<file path="config.mk">
export PLATFORM = sky130hd
export DESIGN_NAME = noc_response_port
export DESIGN_NICKNAME = d
export VERILOG_FILES = /design/src/rtl/noc_pkg.sv /design/src/rtl/noc_tx_stage.sv /design/src/rtl/noc_response_port.sv
export SDC_FILE = /design/constraint.sdc
export NUM_CORES = 1
export LEC_CHECK = 0
export ABC_AREA = 1
export CAP_MARGIN = 0
export CORE_MARGIN = 3
export CORE_UTILIZATION = 46
export DETAILED_ROUTE_END_ITERATION = 6
export PLACE_DENSITY = 0.74
export SYNTH_ARGS = -nofsm -noshare
export SYNTH_HDL_FRONTEND = slang
export SYNTH_SLANG_ARGS = --single-unit
</file>
<file path="constraint.sdc">
create_clock -name clk -period 1.5 [get_ports clk]
set_input_delay 0.3 -clock clk [delete_from_list [all_inputs] [get_ports clk]]
set_output_delay 0.3 -clock clk [all_outputs]
set_load 0.05 [all_outputs]
</file>
<file path="src/rtl/noc_pkg.sv">
// rtl/noc_pkg.sv - shared opcodes, status codes and FSM encoding for the NoC ports
package noc_pkg;

    localparam int NODE_ID_W = 4;

    localparam logic [7:0] OP_WRITE = 8'h02;
    localparam logic [7:0] OP_READ  = 8'h03;
    localparam logic [7:0] OP_SE4K  = 8'h20;
    localparam logic [7:0] OP_BE32K = 8'h52;
    localparam logic [7:0] OP_BE64K = 8'hD8;
    localparam logic [7:0] OP_RESET = 8'h99;

    localparam logic [3:0] ST_OK    = 4'd0;
    localparam logic [3:0] ST_ERR   = 4'd1;
    localparam logic [3:0] ST_BUSY  = 4'd2;
    localparam logic [3:0] ST_BADOP = 4'd3;

    localparam logic [2:0] S_IDLE = 3'd0;
    localparam logic [2:0] S_HDR  = 3'd1;
    localparam logic [2:0] S_OPC  = 3'd2;
    localparam logic [2:0] S_STAT = 3'd3;
    localparam logic [2:0] S_DATA = 3'd4;
    localparam logic [2:0] S_LAST = 3'd5;

    // Only read responses carry payload; everything else is header-only.
    function automatic logic [3:0] frame_len_eff(input logic [7:0] op, input logic [3:0] len);
        return (op == OP_READ) ? len : 4'd0;
    endfunction

endpackage

</file>
<file path="src/rtl/noc_tx_stage.sv">
// rtl/noc_tx_stage.sv - single-entry output register with valid/ready hold
module noc_tx_stage #(
    parameter int W = 8
) (
    input  logic         clk,
    input  logic         rst_n,
    input  logic         load,
    input  logic [W-1:0] load_data,
    output logic         free,
    output logic [W-1:0] data,
    output logic         valid,
    input  logic         ready
);

    assign free = !valid || ready;

    always_ff @(posedge clk or negedge rst_n) begin
        if (!rst_n) begin
            data  <= '0;
            valid <= 1'b0;
        end else if (load && free) begin
            data  <= load_data;
            valid <= 1'b1;
        end else if (ready) begin
            valid <= 1'b0;
        end
    end

endmodule

</file>
<file path="src/rtl/noc_response_port.sv">
// rtl/noc_response_port.sv - frames response descriptors into byte-serial NoC reply packets
module noc_response_port
    import noc_pkg::*;
#(
    parameter logic [NODE_ID_W-1:0] SELF_ID  = 4'h2,
    parameter int                   TIMEOUT  = 16,
    parameter logic [7:0]           PAD_BYTE = 8'hFF
) (
    input  logic       clk,
    input  logic       rst_n,
    input  logic       rsp_valid,
    output logic       rsp_ready,
    input  logic [3:0] rsp_dest,
    input  logic [7:0] rsp_opcode,
    input  logic [3:0] rsp_status,
    input  logic [3:0] rsp_len,
    input  logic [7:0] rd_data,
    input  logic       rd_valid,
    output logic       rd_ready,
    output logic [7:0] noc_out_data,
    output logic       noc_out_valid,
    input  logic       noc_out_ready,
    output logic       rsp_done,
    output logic       rsp_err
);

    localparam int IW = $clog2(TIMEOUT + 1);

    logic [2:0]    state;
    logic [3:0]    dest_q, status_q, len_q, remain;
    logic [7:0]    opc_q;
    logic          pad;
    logic [IW-1:0] idle_cnt;
    logic          ld, free, loaded, rd_hs, last_hs;
    logic [7:0]    ld_data;

    assign rsp_ready = (state == S_IDLE);
    assign rd_ready  = (state == S_DATA) && free && !pad;
    assign rd_hs     = rd_valid && rd_ready;
    assign loaded    = ld && free;
    assign last_hs   = (state == S_LAST) && noc_out_valid && noc_out_ready;

    always_comb begin
        ld      = 1'b0;
        ld_data = 8'h00;
        case (state)
            // Header byte goes straight in on accept so byte0 shows the next cycle.
            S_IDLE: begin ld = rsp_valid;  ld_data = {rsp_dest, SELF_ID}; end
            S_HDR:  begin ld = 1'b1;       ld_data = {dest_q, SELF_ID};   end
            S_OPC:  begin ld = 1'b1;       ld_data = opc_q;               end
            S_STAT: begin ld = 1'b1;       ld_data = {status_q, len_q};   end
            S_DATA: begin
                ld      = pad ? 1'b1 : rd_hs;
                ld_data = pad ? PAD_BYTE : rd_data;
            end
            default: begin ld = 1'b0; ld_data = 8'h00; end
        endcase
    end

    noc_tx_stage #(.W(8)) u_tx_stage (
        .clk       (clk),
        .rst_n     (rst_n),
        .load      (ld),
        .load_data (ld_data),
        .free      (free),
        .data      (noc_out_data),
        .valid     (noc_out_valid),
        .ready     (noc_out_ready)
    );

    always_ff @(posedge clk or negedge rst_n) begin
        if (!rst_n) begin
            state    <= S_IDLE;
            dest_q   <= '0;
            status_q <= '0;
            len_q    <= '0;
            remain   <= '0;
            opc_q    <= '0;
            pad      <= 1'b0;
            idle_cnt <= '0;
            rsp_done <= 1'b0;
            rsp_err  <= 1'b0;
        end else begin
            rsp_done <= 1'b0;
            rsp_err  <= 1'b0;
            case (state)
                S_IDLE: if (rsp_valid) begin
                    dest_q   <= rsp_dest;
                    opc_q    <= rsp_opcode;
                    status_q <= rsp_status;
                    len_q    <= frame_len_eff(rsp_opcode, rsp_len);
                    remain   <= frame_len_eff(rsp_opcode, rsp_len);
                    pad      <= 1'b0;
                    idle_cnt <= '0;
                    state    <= loaded ? S_OPC : S_HDR;
                end
                S_HDR:  if (loaded) state <= S_OPC;
                S_OPC:  if (loaded) state <= S_STAT;
                S_STAT: if (loaded) state <= (len_q == 4'd0) ? S_LAST : S_DATA;
                S_DATA: begin
                    if (loaded) begin
                        remain <= remain - 4'd1;
                        if (remain == 4'd1)
                            state <= S_LAST;
                    end
                    // Idle cycles only count while the slot could have taken a byte.
                    if (rd_hs) begin
                        idle_cnt <= '0;
                    end else if (!pad && free && !rd_valid) begin
                        idle_cnt <= idle_cnt + IW'(1);
                        if (idle_cnt == IW'(TIMEOUT - 1))
                            pad <= 1'b1;
                    end
                end
                S_LAST: if (last_hs) begin
                    state    <= S_IDLE;
                    rsp_done <= 1'b1;
                    rsp_err  <= pad;
                end
                default: state <= S_IDLE;
            endcase
        end
    end

endmodule

</file>
==> impl_metrics.json <==
{
  "die_width_um": 76.9,
  "finalWorstPathRequiredPeriod_ns": 1.81,
  "timing.max_cap.violations": 0,
  "period_share": 1.21,
  "clock_tree.root_cell": "sky130_fd_sc_hd__clkbuf_8",
  "cellLeakagePower_uw": 0.00180,
  "count_of_cell_types_in_the_netlist": 29,
  "synth_largest_type_area_fraction": 0.476,
  "layout_commonest_cell": "sky130_fd_sc_hd__nand2_1",
  "worstSetupPathType": "reg -> reg",
  "critical_path.endpoint_type": "flop",
  "detailedPlacementHpwl_mm": 4.40,
  "level_count_of_the_clock_h_tree": 2,
  "synthDominantAreaCellType": "sky130_fd_sc_hd__dfrtp_1",
  "clk_path_buf_depth": 2,
  "yosysWarnings": 0,
  "routed_wirelength_mm": 7.35,
  "post_synth.cell_area_avg_um2": 8.01,
  "synth.net_count": 326,
  "grt_setup_unrepaired": "yes",
  "synth_top_family_by_area": "simple AND/OR/NAND/NOR gates",
  "layout.cells.most_common_list": "sky130_fd_sc_hd__nand2_1, sky130_fd_sc_hd__buf_4, sky130_fd_sc_hd__dfrtp_1",
  "critPathLaunchType": "flop",
  "finalSetupViolations": 23,
  "fin_worst_setup_slack_ns": -0.314,
  "yosysSeqAreaShare": 0.476,
  "hold-worst-slack_ns": 0.467,
  "drt_first_pass_iters": 6,
  "critical_path.max_stage_delay_ns": 0.45,
  "post_synth_mux_area_share": 0.0243,
  "arrival_ns": 2.05,
  "place.gp.congestion": 0.885,
  "clock_sink_count": 44,
  "antenna_found_initial": 0,
  "synthesis.area_mm2": 0.00231,
  "fmax_mhz": 551,
  "detail_route.iter0.violations": 182,
  "post_synthesis_simple_gate_area_fraction": 0.239,
  "cp_data_required_time_ns": 1.74,
  "floorplan.rows": 25,
  "postRouteAntennaNets": 0,
  "layout-drive-gt1-share": 0.335,
  "num-nets-final": 427,
  "cts_inserted_buffers": 5,
  "die-height_um": 76.9,
  "drc_errors": 0,
  "tritoncts_clock_tree": "done",
  "synth_compound_gate_area_share": 0.139,
  "finalCoreUtilization": 0.781,
  "cell_area_power_density_mw_per_mm2": 2040,
  "cells_traversed_along_the_worst_timing_path": "inv_2 > buf_4 > o21ai_0 > inv_1 > nand3_4 > nand3_4 > o21ai_4 > nand2_1 > nand2_1",
  "worst_pin_slew_ns": 0.439,
  "timing.critical_path.buf_inv": 3,
  "synth_xor_area_frac": 0.0114,
  "area_growth_syn_to_layout_pct": 61.5,
  "antennaDiodeCount": 0,
  "globalRouteOverflowTotal": 0,
  "ys_seq_elements": 44,
  "routedWlPerCell_um": 16.1,
  "max-slew-margin-rel": 0.707,
  "netlist_instances": 289,
  "core_area_mm2": 0.00479,
  "clock_insertion_delay_worst_skew_ns": 0.30,
  "floorplan.initialDensity": 0.484,
  "clkTransAtPathRegs_ns": 0.09,
  "critical_path.top_delay_family": "compound AO/OA/AOI/OAI gates",
  "global_route_wire_length_before_repair_mm": 10.9,
  "floorplan.die_area_mm2": 0.00592,
  "violations": "setup timing",
  "ir_worst_vdd_uv": 1070,
  "worst_hold_path_type": "in -> async",
  "timing.final.hold_violations": 0,
  "via_count_of_the_first_global_routing_pass": 2363,
  "largest_net_degree_at_the_start_of_global_routing": 28,
  "dr_total_vias": 2496,
  "synth-adder-area-share": 0.0216,
  "boundaryPins": 46,
  "crit_path_max_fanout": 8,
  "timing_max_transition_violations_final": 0,
  "grt_util_all_layers": 0.228,
  "worst_clock_skew_ns": 0.00631,
  "port_buffers": 45,
  "cpMaxStageDelayCell": "sky130_fd_sc_hd__dfrtp_1",
  "via_cell_ratio": 5.45,
  "run_status": "complete, but fails checks",
  "synth.top_cells.by_area": "sky130_fd_sc_hd__dfrtp_1, sky130_fd_sc_hd__nand2_1, sky130_fd_sc_hd__o21ai_0"
}
-- report_power, final --
| group | leakage (µW) | total [µW] | internal (µW) | switching [µW] |
|---|---|---|---|---|
| clock network | 0.0000583 | 931 | 502 | 429 |
| logic | 0.00118 | 4750 | 2170 | 2580 |
| registers | 0.000558 | 1960 | 1630 | 329 |
-- through the flow --
stage | TNS, ns | std cells | total power [µW] | cell area, µm² | setup slack, ns
3_5_place_dp | -7.56 | 426 | 5620 | 3220 | -0.415
5_1_grt | -6.63 | 458 | 8000 | 3740 | -0.354
4_1_cts | -1.12 | 452 | 6980 | 3580 | -0.169
6_report | -5.41 | 458 | 7640 | 3740 | -0.314
2_1_floorplan | -4.10 | 289 | 4060 | 2330 | -0.227
3_3_place_gp | -5.85 | 426 | 5510 | 3220 | -0.337
-- layout make-up --
class / count / area [µm²]
fillers: 308 / 1050
well taps: 67 / 83.8
clock buffers: 5 / 68.8
flip-flops and latches: 44 / 1100
repair buffers: 103 / 1110
inverters: 40 / 159
clock inverters: 3 / 47.5
multi-input cells: 196 / 1160
-- cell usage after synthesis --
master	count
sky130_fd_sc_hd__mux2_2	5
sky130_fd_sc_hd__o211ai_1	1
sky130_fd_sc_hd__ha_1	4
sky130_fd_sc_hd__xor2_1	3
sky130_fd_sc_hd__nor2_1	19
sky130_fd_sc_hd__buf_2	2
sky130_fd_sc_hd__a21oi_2	1
sky130_fd_sc_hd__o221ai_1	1
sky130_fd_sc_hd__buf_6	2
sky130_fd_sc_hd__a211oi_1	3
sky130_fd_sc_hd__nand2_1	73
sky130_fd_sc_hd__nand4_1	4
sky130_fd_sc_hd__nor2_4	2
sky130_fd_sc_hd__o21ai_1	6
sky130_fd_sc_hd__a31oi_1	1
sky130_fd_sc_hd__o21ai_0	31
sky130_fd_sc_hd__dfrtp_1	44
sky130_fd_sc_hd__nand2_4	2
sky130_fd_sc_hd__buf_4	1
sky130_fd_sc_hd__clkbuf_1	4
sky130_fd_sc_hd__nand3_2	3
sky130_fd_sc_hd__inv_1	36
sky130_fd_sc_hd__nor3_1	2
sky130_fd_sc_hd__nand3_1	16
sky130_fd_sc_hd__o22ai_1	2
sky130_fd_sc_hd__nand2_2	1
sky130_fd_sc_hd__inv_2	4
sky130_fd_sc_hd__a21oi_1	14
sky130_fd_sc_hd__nor4_1	2
-- cell families (layout without fill, tap and decap cells) --
family | Yosys count | in the layout
muxes | 5 | 5
adders and majority gates | 4 | 4
xor gates and xnor gates | 3 | 3
buffers and inverters | 49 | 151
DFF | 44 | 44
AOI/OAI and AO/OA | 60 | 60
and+or+nand+nor | 124 | 124
-- layer usage --
metal / wire length, µm / track usage
met1: 2940 / 0.287
met2: 3660 / 0.393
met3: 464 / 0.0387
met5: 0 / 0
met4: 292 / 0.0779
-- what timing repair did --
item | CTS | global route
buffers inserted | 18 | 5
gates resized for setup | 30 | 30
hold buffers | 1 | 0
pin swaps | 13 | 8
hold endpoints to repair | 17 | 0
endpoints found under the setup margin | 18 | 29
gates cloned | 0 | 1
-- sequential cells by signal (all words and copies together) (netlist names), 3 cells and up --
register	flops
idle_cnt	5
opc_q	8
state	3
len_q	4
u_tx_stage.data	8
status_q	4
dest_q	4
remain	4
-- path summary, 6_finish.rpt --
kind | startpoint | endpoint | slack (ns) | depth (start not counted)
max | state[2]$_DFFE_PN0P_ | remain[3]$_DFFE_PN0P_ | -0.31 | 9
min | rst_n | rsp_done$_DFF_PN0_ | 0.47 | 2
max reg2reg | state[2]$_DFFE_PN0P_ | remain[3]$_DFFE_PN0P_ | -0.31 | 9
min reg2reg | len_q[2]$_DFFE_PN0P_ | len_q[2]$_DFFE_PN0P_ | 0.50 | 2
max in group asynchronous | rst_n | len_q[3]$_DFFE_PN0P_ | 0.54 | 3
min in group clk | len_q[2]$_DFFE_PN0P_ | len_q[2]$_DFFE_PN0P_ | 0.50 | 2
(Power assumes the default switching activity.)
